File: config.mk
export PLATFORM = sky130hd
export DESIGN_NAME = spi_master
export DESIGN_NICKNAME = d
export VERILOG_FILES = /design/src/rtl/spi_pkg.sv /design/src/rtl/spi_shift_reg.sv /design/src/rtl/spi_master.sv
export SDC_FILE = /design/constraint.sdc
export NUM_CORES = 1
export LEC_CHECK = 0
export ABC_AREA = 1
export CORE_MARGIN = 10
export CORE_UTILIZATION = 45
export DETAILED_ROUTE_END_ITERATION = 8
export HOLD_SLACK_MARGIN = 0.03
export PLACE_DENSITY = 0.64
export SYNTH_ARGS = -nofsm -noshare
export SYNTH_HDL_FRONTEND = slang
export SYNTH_HIERARCHICAL = 1
export SYNTH_SLANG_ARGS = --single-unit
File: constraint.sdc
create_clock -name clk -period 2.02 [get_ports clk]
set_input_delay 0.606 -clock clk [delete_from_list [all_inputs] [get_ports clk]]
set_output_delay 0.606 -clock clk [all_outputs]
set_load 0.05 [all_outputs]
File: src/rtl/spi_pkg.sv
// Shared definitions for the SPI master: command codes, frame geometry and FSM states.
package spi_pkg;

    localparam logic [1:0] CMD_WR_ADDR = 2'b00;
    localparam logic [1:0] CMD_WR_DATA = 2'b01;
    localparam logic [1:0] CMD_RD_ADDR = 2'b10;
    localparam logic [1:0] CMD_RD_DATA = 2'b11;

    localparam int FRAME_BITS = 10;
    localparam int DATA_BITS  = 8;

    typedef enum logic [2:0] {
        ST_IDLE  = 3'd0,
        ST_START = 3'd1,
        ST_SHIFT = 3'd2,
        ST_TURN  = 3'd3,
        ST_RECV  = 3'd4,
        ST_GAP   = 3'd5
    } state_e;

endpackage

File: src/rtl/spi_shift_reg.sv
// Parallel-load shift register: shifts towards the MSB, new bit enters at the LSB.
// The MSB of data_o is the serial output.
module spi_shift_reg #(
    parameter int WIDTH = 8
) (
    input  logic             clk,
    input  logic             rst_n,
    input  logic             load_i,
    input  logic [WIDTH-1:0] load_data_i,
    input  logic             shift_i,
    input  logic             shift_in_i,
    output logic [WIDTH-1:0] data_o
);

    logic [WIDTH-1:0] data_q;
    logic [WIDTH-1:0] data_d;

    always_comb begin
        data_d = data_q;
        if (load_i) begin
            data_d = load_data_i;
        end else if (shift_i) begin
            data_d = {data_q[WIDTH-2:0], shift_in_i};
        end
    end

    always_ff @(posedge clk or negedge rst_n) begin
        if (!rst_n) begin
            data_q <= '0;
        end else begin
            data_q <= data_d;
        end
    end

    assign data_o = data_q;

endmodule

File: src/rtl/spi_master.sv
// SPI master sharing the system clock with the slave: one bit per clk cycle,
// 10-bit {cmd,wdata} frame on MOSI, optional 8-bit read response from MISO.
module spi_master
    import spi_pkg::*;
#(
    parameter int READ_LATENCY = 2,
    parameter int IDLE_GAP     = 1
) (
    input  logic       clk,
    input  logic       rst_n,
    input  logic       cmd_valid,
    input  logic [1:0] cmd,
    input  logic [7:0] wdata,
    output logic       cmd_ready,
    output logic       busy,
    output logic [7:0] rd_data,
    output logic       rd_valid,
    output logic       SS_n,
    output logic       MOSI,
    input  logic       MISO
);

    localparam int GAP_W = (IDLE_GAP > 1) ? $clog2(IDLE_GAP) : 1;
    localparam logic [GAP_W-1:0] GAP_LOAD  = GAP_W'((IDLE_GAP > 1) ? IDLE_GAP - 2 : 0);
    localparam logic [3:0]       TURN_LOAD = 4'((READ_LATENCY > 0) ? READ_LATENCY - 1 : 0);
    // The first IDLE cycle already keeps SS_n high, so GAP only covers the
    // remaining IDLE_GAP-1 cycles and is skipped entirely when IDLE_GAP==1.
    localparam state_e END_STATE = (IDLE_GAP > 1) ? ST_GAP : ST_IDLE;

    state_e                state_q, state_d;
    logic [3:0]            bit_cnt_q, bit_cnt_d;
    logic [3:0]            turn_cnt_q, turn_cnt_d;
    logic [GAP_W-1:0]      gap_cnt_q, gap_cnt_d;
    logic                  is_read_q, is_read_d;
    logic                  ss_n_q, ss_n_d;
    logic                  mosi_q, mosi_d;
    logic                  busy_q, busy_d;
    logic                  rd_valid_q, rd_valid_d;
    logic [7:0]            rd_data_q, rd_data_d;

    logic                  tx_load, tx_shift, rx_shift;
    logic [FRAME_BITS-1:0] tx_data;
    logic [DATA_BITS-1:0]  rx_data;

    spi_shift_reg #(.WIDTH(FRAME_BITS)) u_tx_shift (
        .clk         (clk),
        .rst_n       (rst_n),
        .load_i      (tx_load),
        .load_data_i ({cmd, wdata}),
        .shift_i     (tx_shift),
        .shift_in_i  (1'b0),
        .data_o      (tx_data)
    );

    spi_shift_reg #(.WIDTH(DATA_BITS)) u_rx_shift (
        .clk         (clk),
        .rst_n       (rst_n),
        .load_i      (1'b0),
        .load_data_i ('0),
        .shift_i     (rx_shift),
        .shift_in_i  (MISO),
        .data_o      (rx_data)
    );

    always_comb begin
        state_d    = state_q;
        bit_cnt_d  = bit_cnt_q;
        turn_cnt_d = turn_cnt_q;
        gap_cnt_d  = gap_cnt_q;
        is_read_d  = is_read_q;
        rd_data_d  = rd_data_q;
        rd_valid_d = 1'b0;
        mosi_d     = 1'b0;
        tx_load    = 1'b0;
        tx_shift   = 1'b0;
        rx_shift   = 1'b0;

        unique case (state_q)
            ST_IDLE: begin
                if (cmd_valid) begin
                    state_d   = ST_START;
                    tx_load   = 1'b1;
                    is_read_d = (cmd == CMD_RD_DATA);
                end
            end
            ST_START: begin
                state_d   = ST_SHIFT;
                bit_cnt_d = 4'(FRAME_BITS - 1);
                tx_shift  = 1'b1;
                mosi_d    = tx_data[FRAME_BITS-1];
            end
            ST_SHIFT: begin
                // MOSI is registered, so each cycle presents the bit for the next one.
                if (bit_cnt_q != 4'd0) begin
                    bit_cnt_d = bit_cnt_q - 4'd1;
                    tx_shift  = 1'b1;
                    mosi_d    = tx_data[FRAME_BITS-1];
                end else if (is_read_q) begin
                    if (READ_LATENCY == 0) begin
                        state_d   = ST_RECV;
                        bit_cnt_d = 4'(DATA_BITS - 1);
                    end else begin
                        state_d    = ST_TURN;
                        turn_cnt_d = TURN_LOAD;
                    end
                end else begin
                    state_d   = END_STATE;
                    gap_cnt_d = GAP_LOAD;
                end
            end
            ST_TURN: begin
                if (turn_cnt_q != 4'd0) begin
                    turn_cnt_d = turn_cnt_q - 4'd1;
                end else begin
                    state_d   = ST_RECV;
                    bit_cnt_d = 4'(DATA_BITS - 1);
                end
            end
            ST_RECV: begin
                rx_shift = 1'b1;
                if (bit_cnt_q != 4'd0) begin
                    bit_cnt_d = bit_cnt_q - 4'd1;
                end else begin
                    state_d    = END_STATE;
                    gap_cnt_d  = GAP_LOAD;
                    rd_valid_d = 1'b1;
                    rd_data_d  = {rx_data[DATA_BITS-2:0], MISO};
                end
            end
            ST_GAP: begin
                if (gap_cnt_q != '0) begin
                    gap_cnt_d = gap_cnt_q - GAP_W'(1);
                end else begin
                    state_d = ST_IDLE;
                end
            end
            default: begin
                state_d = ST_IDLE;
            end
        endcase

        ss_n_d = !((state_d == ST_START) || (state_d == ST_SHIFT) ||
                   (state_d == ST_TURN)  || (state_d == ST_RECV));
        busy_d = (state_d != ST_IDLE);
    end

    always_ff @(posedge clk or negedge rst_n) begin
        if (!rst_n) begin
            state_q    <= ST_IDLE;
            bit_cnt_q  <= 4'd0;
            turn_cnt_q <= 4'd0;
            gap_cnt_q  <= '0;
            is_read_q  <= 1'b0;
            ss_n_q     <= 1'b1;
            mosi_q     <= 1'b0;
            busy_q     <= 1'b0;
            rd_valid_q <= 1'b0;
            rd_data_q  <= 8'h00;
        end else begin
            state_q    <= state_d;
            bit_cnt_q  <= bit_cnt_d;
            turn_cnt_q <= turn_cnt_d;
            gap_cnt_q  <= gap_cnt_d;
            is_read_q  <= is_read_d;
            ss_n_q     <= ss_n_d;
            mosi_q     <= mosi_d;
            busy_q     <= busy_d;
            rd_valid_q <= rd_valid_d;
            rd_data_q  <= rd_data_d;
        end
    end

    assign cmd_ready = (state_q == ST_IDLE);
    assign busy      = busy_q;
    assign SS_n      = ss_n_q;
    assign MOSI      = mosi_q;
    assign rd_valid  = rd_valid_q;
    assign rd_data   = rd_data_q;

endmodule

==> results.sh, run 1 <==
export IMPL_p_leak_nw=1.25
export IMPL_start_kind="flip-flop"
export IMPL_power_density_mw_per_mm2=1570
export IMPL_cts_buffers=5
export IMPL_first_pass_iters=4
export IMPL_period_minus_slack_ns=1.81
export IMPL_avgSynthCellArea_sq_um=8.32
export IMPL_fmax_mhz=554
export IMPL_status="finished clean"
export IMPL_clock_root_buffer="clkbuf_8"
export IMPL_crit_required_ns=1.41
export IMPL_seq_area_sq_mm=0.00103
export IMPL_power_switching_w=0.00168
export IMPL_cts_hold_buf=0
export IMPL_r2r_cells=10
export IMPL_place_area_sq_mm=0.00232
export IMPL_design_area_sq_mm=0.00241
export IMPL_r2r_end="u_tx_shift/data_o[4]"
export IMPL_grt_usage=0.106
export IMPL_p_sw_frac=0.445
export IMPL_core_area_sq_mm=0.00429
export IMPL_final_setup_tns_ns=0
export IMPL_syn_to_final_growth_pct=21.7
export IMPL_clock_power_share=0.138
export IMPL_drt_iter0_drc=92
export IMPL_numPortBuffers=26
export IMPL_die_y_um=86.3
export IMPL_p_int_w=0.00210
export IMPL_fin_crit_sh=0.894
export IMPL_viasPerCell=4.64
export IMPL_cts_resized_gates=0
export IMPL_totalWireLength_um=3800
export IMPL_overflow=0
export IMPL_io_pins=27
export IMPL_postLayoutCoreUtil=0.561
export IMPL_end_kind="output pin"
export IMPL_layout_nets=296
export IMPL_syn_area_sq_mm=0.00198
export IMPL_antenna_cells=0
export IMPL_critPathMaxFanout=3
export IMPL_synth_warning_count=6
export IMPL_crit_type="flip-flop to output pin"
export IMPL_die_w_um=86.3
export IMPL_maxCapViolations=0
export IMPL_min_path_type="input pin to async pin"
export IMPL_antenna_found_initial=0
export IMPL_htreeDepth=2
export IMPL_crit_slowest_cell="dfrtp_1"
export IMPL_synth_cells=238
export IMPL_dp_slack_ns=0.244
export IMPL_pwr_share_seq=0.350
export IMPL_drive_gt1_frac=0.179
export IMPL_grt_pass1_vias=1503
export IMPL_finalHoldViolCount=0
export IMPL_fillers=390
export IMPL_drv_slew=0
export IMPL_rrSetupSlack_ns=0.25
export IMPL_multi_input_area_sq_um=851
export IMPL_setup_viol=0
export IMPL_cp_slowest_stage_delay_ns=0.42
export IMPL_path_clk_slew_ns=0.07
export IMPL_cts_path_max_buffers=2
export IMPL_hpwl_um=2900
export IMPL_grt_max_degree=22
export IMPL_die_area_sq_mm=0.00745
export IMPL_cp_buffers_inverters=2
export IMPL_cts_tree="yes"
export IMPL_path_delay_family="flip-flops"
export IMPL_numClockSinks=41
export IMPL_fin_worst_skew_ns=0.00588
export IMPL_wl_per_cell_um=11.5
export IMPL_place_congestion=0.922
export IMPL_ir_drop_v=0.000568
export IMPL_worst_slack_ns=0.215
export IMPL_num_rows=24
export IMPL_drc=0
export IMPL_postRouteAntennaNets=0
export IMPL_crit_chain="nor2_2 > nand2_1 > inv_1 > buf_12"
export IMPL_comb_power_share=0.511
export IMPL_clk_latency_ns=0.29
export IMPL_rsz0062_at_grt="false"
export IMPL_num_vias=1537
export IMPL_start_util=0.461
export IMPL_crit_arrival_ns=1.20
export IMPL_post_cts_buffers=0
export IMPL_worstSetupStartpoint="state_q[2]"
export IMPL_grt_pass1_wl_um=6560
export IMPL_worstReg2RegStart="bit_cnt_q[0]"
[final cells by class]
cell class | instances | area share
repair buffers | 30 | 0.120
multi-input cells | 177 | 0.353
well taps | 52 | 0.0270
clock buffers | 7 | 0.0358
flip-flops and latches | 41 | 0.426
inverters | 24 | 0.0374
[flip-flops by register name, indices dropped and copies added, names as in the netlist]
register	flops
SS_n	1
rd_valid	1
u_tx_shift/data_o	10
u_rx_shift/data_o	7
state_q	3
bit_cnt_q	4
is_read_q	1
rd_data	8
turn_cnt_q	4
busy	1
MOSI	1
[worst max path at each step]
stage	to	slack (ns)	cells after the start
3_3_place_gp	u_tx_shift/data_o[1]	0.32	10
4_1_cts	cmd_ready	0.18	4
2_1_floorplan	u_tx_shift/data_o[1]	0.35	8
6_report	cmd_ready	0.21	4
3_5_place_dp	u_tx_shift/data_o[4]	0.24	10
5_1_grt	u_tx_shift/data_o[1]	0.03	10
[power groups by stage]
| stage | Clock [W] | Combinational (W) | Sequential (W) |
|---|---|---|---|
| 2_1_floorplan | 0 | 0.00120 | 0.00157 |
| 3_3_place_gp | 0 | 0.00193 | 0.00134 |
| 3_5_place_dp | 0 | 0.00196 | 0.00134 |
| 4_1_cts | 0.000545 | 0.00196 | 0.00133 |
| 5_1_grt | 0.000571 | 0.00217 | 0.00137 |
| 6_report | 0.000524 | 0.00193 | 0.00133 |
[cells in the final DEF (no fill, tap or decap)]
master and count:
nand2_1 85, nand3_1 46, dfrtp_1 40, inv_1 15, buf_4 14, clkdlybuf4s50_1 12, inv_2 9, conb_1 9
nor2_2 6, clkbuf_8 6, nor2_1 5, o21ai_0 4, nand3_2 3, nor2_4 3, nand4_1 3, ha_1 3
buf_12 3, a21oi_1 2, nand2_2 2, dfstp_2 1, nand2_4 1, xnor2_1 1, o21ai_1 1, o21ai_2 1
xor2_1 1, o22ai_1 1, clkbuf_1 1, buf_2 1
[metal layers]
layer	vias to the layer above	GRT usage	wire length, um
li1	834	-	-
met1	678	0.133	1900
met2	20	0.165	1720
met3	5	0.0291	121
met4	0	0.0457	64
met5	-	0	0
[metrics by stage]
stage | power [W] | hold WS, ns | cells
detailed placement | 0.00330 | 0.467 | 324
CTS | 0.00384 | 0.286 | 331
global route | 0.00411 | 0.314 | 331
floorplan | 0.00278 | 0.310 | 246
global placement | 0.00328 | 0.466 | 324
finish | 0.00378 | 0.272 | 331
Note: power is estimated with default switching activity, not from simulation.
==> run 2, diff against run 1 <==
--- a/config.mk
+++ b/config.mk
@@ -7,10 +7,12 @@
 export LEC_CHECK = 0
 export ABC_AREA = 1
 export CORE_MARGIN = 10
-export CORE_UTILIZATION = 45
+export CORE_UTILIZATION = 54
+export CTS_CLUSTER_DIAMETER = 200
 export DETAILED_ROUTE_END_ITERATION = 8
 export HOLD_SLACK_MARGIN = 0.03
-export PLACE_DENSITY = 0.64
+export PLACE_DENSITY = 0.76
+export RECOVER_POWER = 25
 export SYNTH_ARGS = -nofsm -noshare
 export SYNTH_HDL_FRONTEND = slang
 export SYNTH_HIERARCHICAL = 1
==> results.sh, run 2 (synthesis results as in run 1) <==
export IMPL_status="finished clean"
export IMPL_syn_to_final_growth_pct=22.1
export IMPL_finalHoldViolCount=0
export IMPL_ir_drop_v=0.000688
export IMPL_io_pins=27
export IMPL_grt_pass1_wl_um=6880
export IMPL_fin_crit_sh=0.880
export IMPL_die_w_um=80.5
export IMPL_wl_per_cell_um=12.0
export IMPL_drv_slew=0
export IMPL_rsz0062_at_grt="false"
export IMPL_start_kind="flip-flop"
export IMPL_grt_usage=0.131
export IMPL_dp_cells=318
export IMPL_cts_path_max_buffers=2
export IMPL_hpwl_um=3000
export IMPL_crit_required_ns=1.41
export IMPL_cts_tree="yes"
export IMPL_worst_pin_slew_ns=1.09
export IMPL_critPathMaxFanout=3
export IMPL_die_y_um=80.5
export IMPL_min_path_type="flip-flop to flip-flop"
export IMPL_final_setup_tns_ns=0
export IMPL_setup_viol=0
export IMPL_fmax_mhz=562
export IMPL_cts_hold_buf=0
export IMPL_post_cts_buffers=0
export IMPL_busiest_layer="met2"
export IMPL_p_leak_nw=1.26
export IMPL_grt_max_degree=22
export IMPL_viasPerCell=4.95
export IMPL_grt_use_met1=0.156
export IMPL_path_clk_slew_ns=0.07
export IMPL_drt_iter0_drc=69
export IMPL_place_congestion=0.791
export IMPL_drive_gt1_frac=0.179
export IMPL_drc=0
export IMPL_maxCapViolations=0
export IMPL_start_util=0.575
export IMPL_crit_arrival_ns=1.17
export IMPL_final_common_cell="nand2_1"
export IMPL_overflow=0
export IMPL_period_minus_slack_ns=1.78
export IMPL_fin_worst_skew_ns=0.00508
export IMPL_place_area_sq_mm=0.00232
export IMPL_num_rows=21
export IMPL_cts_buffers=5
export IMPL_cts_resized_gates=0
export IMPL_largest_reg_flops=10
export IMPL_instances_no_fill=326
export IMPL_core_area_sq_mm=0.00344
export IMPL_power_density_mw_per_mm2=1630
export IMPL_layout_nets=296
export IMPL_end_kind="output pin"
export IMPL_slew_headroom=0.274
export IMPL_final_cell_mix="nand2_1, nand3_1, dfrtp_1"
export IMPL_clock_root_buffer="clkbuf_8"
export IMPL_postLayoutCoreUtil=0.702
export IMPL_clk_latency_ns=0.29
export IMPL_grt_pass1_vias=1561
export IMPL_postRouteAntennaNets=0
export IMPL_use_met2=0.209
export IMPL_die_area_sq_mm=0.00649
export IMPL_crit_type="flip-flop to output pin"
export IMPL_first_pass_iters=4
export IMPL_num_vias=1614
export IMPL_antenna_cells=0
export IMPL_antenna_found_initial=0
export IMPL_numClockSinks=41
export IMPL_htreeDepth=2
export IMPL_numPortBuffers=26
export IMPL_design_area_sq_mm=0.00242
export IMPL_totalWireLength_um=3900
export IMPL_gr_usage_met3=0.0468
[run 2: changes by cell type in the layout (fill, tap and decap cells not counted)]
cell and delta:
clkbuf_1 +1, buf_2 -1, clkbuf_2 +1, buf_12 -1
bufinv_16 +1
[run 2: worst max-delay path, stage by stage (launching register included)]
cell and delay, ns:
dfrtp_1 0.42, nor2_2 0.16, nand2_1 0.06, inv_1 0.10, buf_12 0.14
[run 2: where the power goes]
group	internal [W]	total (W)	switching (W)
clock	0.000403	0.000669	0.000266
sequential	0.00114	0.00132	0.000186
combinational	0.000686	0.00195	0.00126
total	0.00223	0.00394	0.00171
[run 2: metrics by stage]
stage	hold WS [ns]	setup slack, ns	power [W]
after global routing	0.508	0.0833	0.00427
after detailed placement	0.470	0.260	0.00330
after floorplan	0.310	0.349	0.00278
final	0.485	0.241	0.00394
after global placement	0.465	0.304	0.00326
after CTS	0.283	0.222	0.00398
[run 2: path summary, 6_finish.rpt]
| check | from | to | slack, ns | depth (start not counted) |
|---|---|---|---|---|
| worst min register to register | u_tx_shift/data_o[3] | u_tx_shift/data_o[3] | 0.48 | 2 |
| worst max-delay path | state_q[2] | cmd_ready | 0.24 | 4 |
| worst min-delay path | u_tx_shift/data_o[3] | u_tx_shift/data_o[3] | 0.48 | 2 |
| max in group asynchronous | rst_n | SS_n | 0.43 | 2 |
| min in group asynchronous | rst_n | MOSI | 0.50 | 1 |
| worst max register to register | bit_cnt_q[0] | u_tx_shift/data_o[9] | 0.25 | 10 |
[run 2: layout make-up]
| cell class | instances | area [sq um] |
|---|---|---|
| clock buffer | 7 | 86.3 |
| clock inverter | 1 | 30.0 |
| fill | 284 | 1030 |
| inverter | 24 | 90.1 |
| multi-input combinational | 177 | 851 |
| sequential | 41 | 1030 |
| tap | 46 | 57.6 |
| timing repair buffer | 30 | 274 |
[run 2: layer usage]
metal  part of all wire  wire (um)
met4              0.014         53
met5                  0          0
met1               0.46       1810
met2               0.48       1850
met3              0.047        185
==> run 3, diff against run 2 <==
--- a/config.mk
+++ b/config.mk
@@ -6,12 +6,12 @@
 export NUM_CORES = 1
 export LEC_CHECK = 0
 export ABC_AREA = 1
-export CORE_MARGIN = 10
+export CORE_MARGIN = 5
 export CORE_UTILIZATION = 54
 export CTS_CLUSTER_DIAMETER = 200
 export DETAILED_ROUTE_END_ITERATION = 8
 export HOLD_SLACK_MARGIN = 0.03
-export PLACE_DENSITY = 0.76
+export PLACE_DENSITY = 0.89
 export RECOVER_POWER = 25
 export SYNTH_ARGS = -nofsm -noshare
 export SYNTH_HDL_FRONTEND = slang
==> results.sh, run 3 (synthesis results as in run 1) <==
export IMPL_grt_pass1_wl_um=7100
export IMPL_busiest_layer="met2"
export IMPL_drc=0
export IMPL_grt_usage=0.178
export IMPL_final_setup_tns_ns=0
export IMPL_drt_iter0_drc=112
export IMPL_grt_max_degree=42
export IMPL_end_kind="output pin"
export IMPL_first_pass_iters=5
export IMPL_fin_worst_skew_ns=0.00308
export IMPL_cts_path_max_buffers=2
export IMPL_crit_required_ns=1.41
export IMPL_setup_viol=0
export IMPL_cts_resized_gates=0
export IMPL_place_congestion=0.898
export IMPL_cts_tree="yes"
export IMPL_seq_area_sq_mm=0.00103
export IMPL_ir_drop_v=0.000829
export IMPL_cts_buffers=5
export IMPL_start_kind="flip-flop"
export IMPL_postLayoutCoreUtil=0.659
export IMPL_wl_per_cell_um=11.8
export IMPL_drive_gt1_frac=0.179
export IMPL_worst_pin_slew_ns=0.979
export IMPL_fillers=314
export IMPL_final_common_cell="nand2_1"
export IMPL_critPathMaxFanout=3
export IMPL_finalHoldViolCount=0
export IMPL_multi_input_area_sq_um=851
export IMPL_postRouteAntennaNets=0
export IMPL_die_area_sq_mm=0.00498
export IMPL_rsz0062_at_grt="false"
export IMPL_post_cts_buffers=0
export IMPL_numPortBuffers=26
export IMPL_grt_use_met1=0.226
export IMPL_dp_cells=320
export IMPL_slew_headroom=0.348
export IMPL_die_w_um=70.5
export IMPL_instances_no_fill=327
export IMPL_viasPerCell=5.00
export IMPL_p_leak_nw=1.24
export IMPL_crit_type="flip-flop to output pin"
export IMPL_antenna_found_initial=0
export IMPL_status="finished clean"
export IMPL_largest_reg_flops=10
export IMPL_place_area_sq_mm=0.00229
export IMPL_whs_path_depth=2
export IMPL_num_rows=22
export IMPL_design_area_sq_mm=0.00238
export IMPL_core_area_sq_mm=0.00361
export IMPL_antenna_cells=0
export IMPL_period_minus_slack_ns=1.82
export IMPL_min_path_type="flip-flop to flip-flop"
export IMPL_syn_to_final_growth_pct=20.1
export IMPL_crit_arrival_ns=1.22
export IMPL_totalWireLength_um=3850
export IMPL_power_density_mw_per_mm2=1590
export IMPL_fin_crit_sh=0.902
export IMPL_fmax_mhz=549
export IMPL_die_y_um=70.5
export IMPL_start_util=0.549
export IMPL_num_vias=1634
export IMPL_r2r_cells=10
export IMPL_gr_usage_met3=0.0554
export IMPL_drv_slew=0
export IMPL_clock_root_buffer="clkbuf_8"
export IMPL_path_clk_slew_ns=0.07
export IMPL_clk_latency_ns=0.29
export IMPL_grt_pass1_vias=1630
export IMPL_htreeDepth=2
export IMPL_final_cell_mix="nand2_1, nand3_1, dfrtp_1"
export IMPL_maxCapViolations=0
export IMPL_layout_nets=296
export IMPL_use_met2=0.293
export IMPL_io_pins=27
export IMPL_hpwl_um=2810
export IMPL_finalPower_w=0.00379
export IMPL_cts_hold_buf=0
export IMPL_overflow=0
export IMPL_numClockSinks=41
run 3: cell count changes in the layout (fill, tap and decap cells not counted), sizes merged:
cell and change:
buf +1, clkbuf -1, bufinv -1
run 3: cell type report:
class | instances | share of cell area
Clock buffer | 7 | 0.0363
Multi-Input combinational cell | 177 | 0.358
Inverter | 24 | 0.0379
Timing Repair Buffer | 30 | 0.111
Tap cell | 48 | 0.0253
Sequential cell | 41 | 0.432
run 3: critical path, stage by stage, from the launching register on:
cell and delay [ns]:
dfrtp_1 0.43, nor2_2 0.16, nand2_1 0.07, inv_1 0.11, buf_12 0.14
run 3: path summary, 6_finish.rpt:
check / from / endpoint / slack, ns
max in group asynchronous: rst_n / u_rx_shift/data_o[5] / 0.87
setup / recovery: state_q[2] / cmd_ready / 0.20
hold / removal: rd_data[4] / rd_data[4] / 0.48
min in group asynchronous: rst_n / turn_cnt_q[3] / 0.55
setup reg to reg: bit_cnt_q[0] / u_tx_shift/data_o[0] / 0.22
hold reg to reg: rd_data[4] / rd_data[4] / 0.48
run 3: where the power goes:
part / switching (W) / total (W) / internal [W]
Combinational: 0.00126 / 0.00192 / 0.000660
Sequential: 0.000194 / 0.00133 / 0.00114
Clock: 0.000259 / 0.000530 / 0.000271
run 3: per-layer routing:
metal  up-vias  part of all wire
met5         -                 0
met4         0            0.0083
met3         3             0.041
met2        30              0.50
met1       765              0.45
li1        836                 -
run 3: through the flow:
step | hold slack, ns | setup WS (ns)
final | 0.481 | 0.199
after global routing | 0.510 | 0.0379
after CTS | 0.380 | 0.184
after detailed placement | 0.466 | 0.227
after global placement | 0.457 | 0.291
after floorplan | 0.310 | 0.349
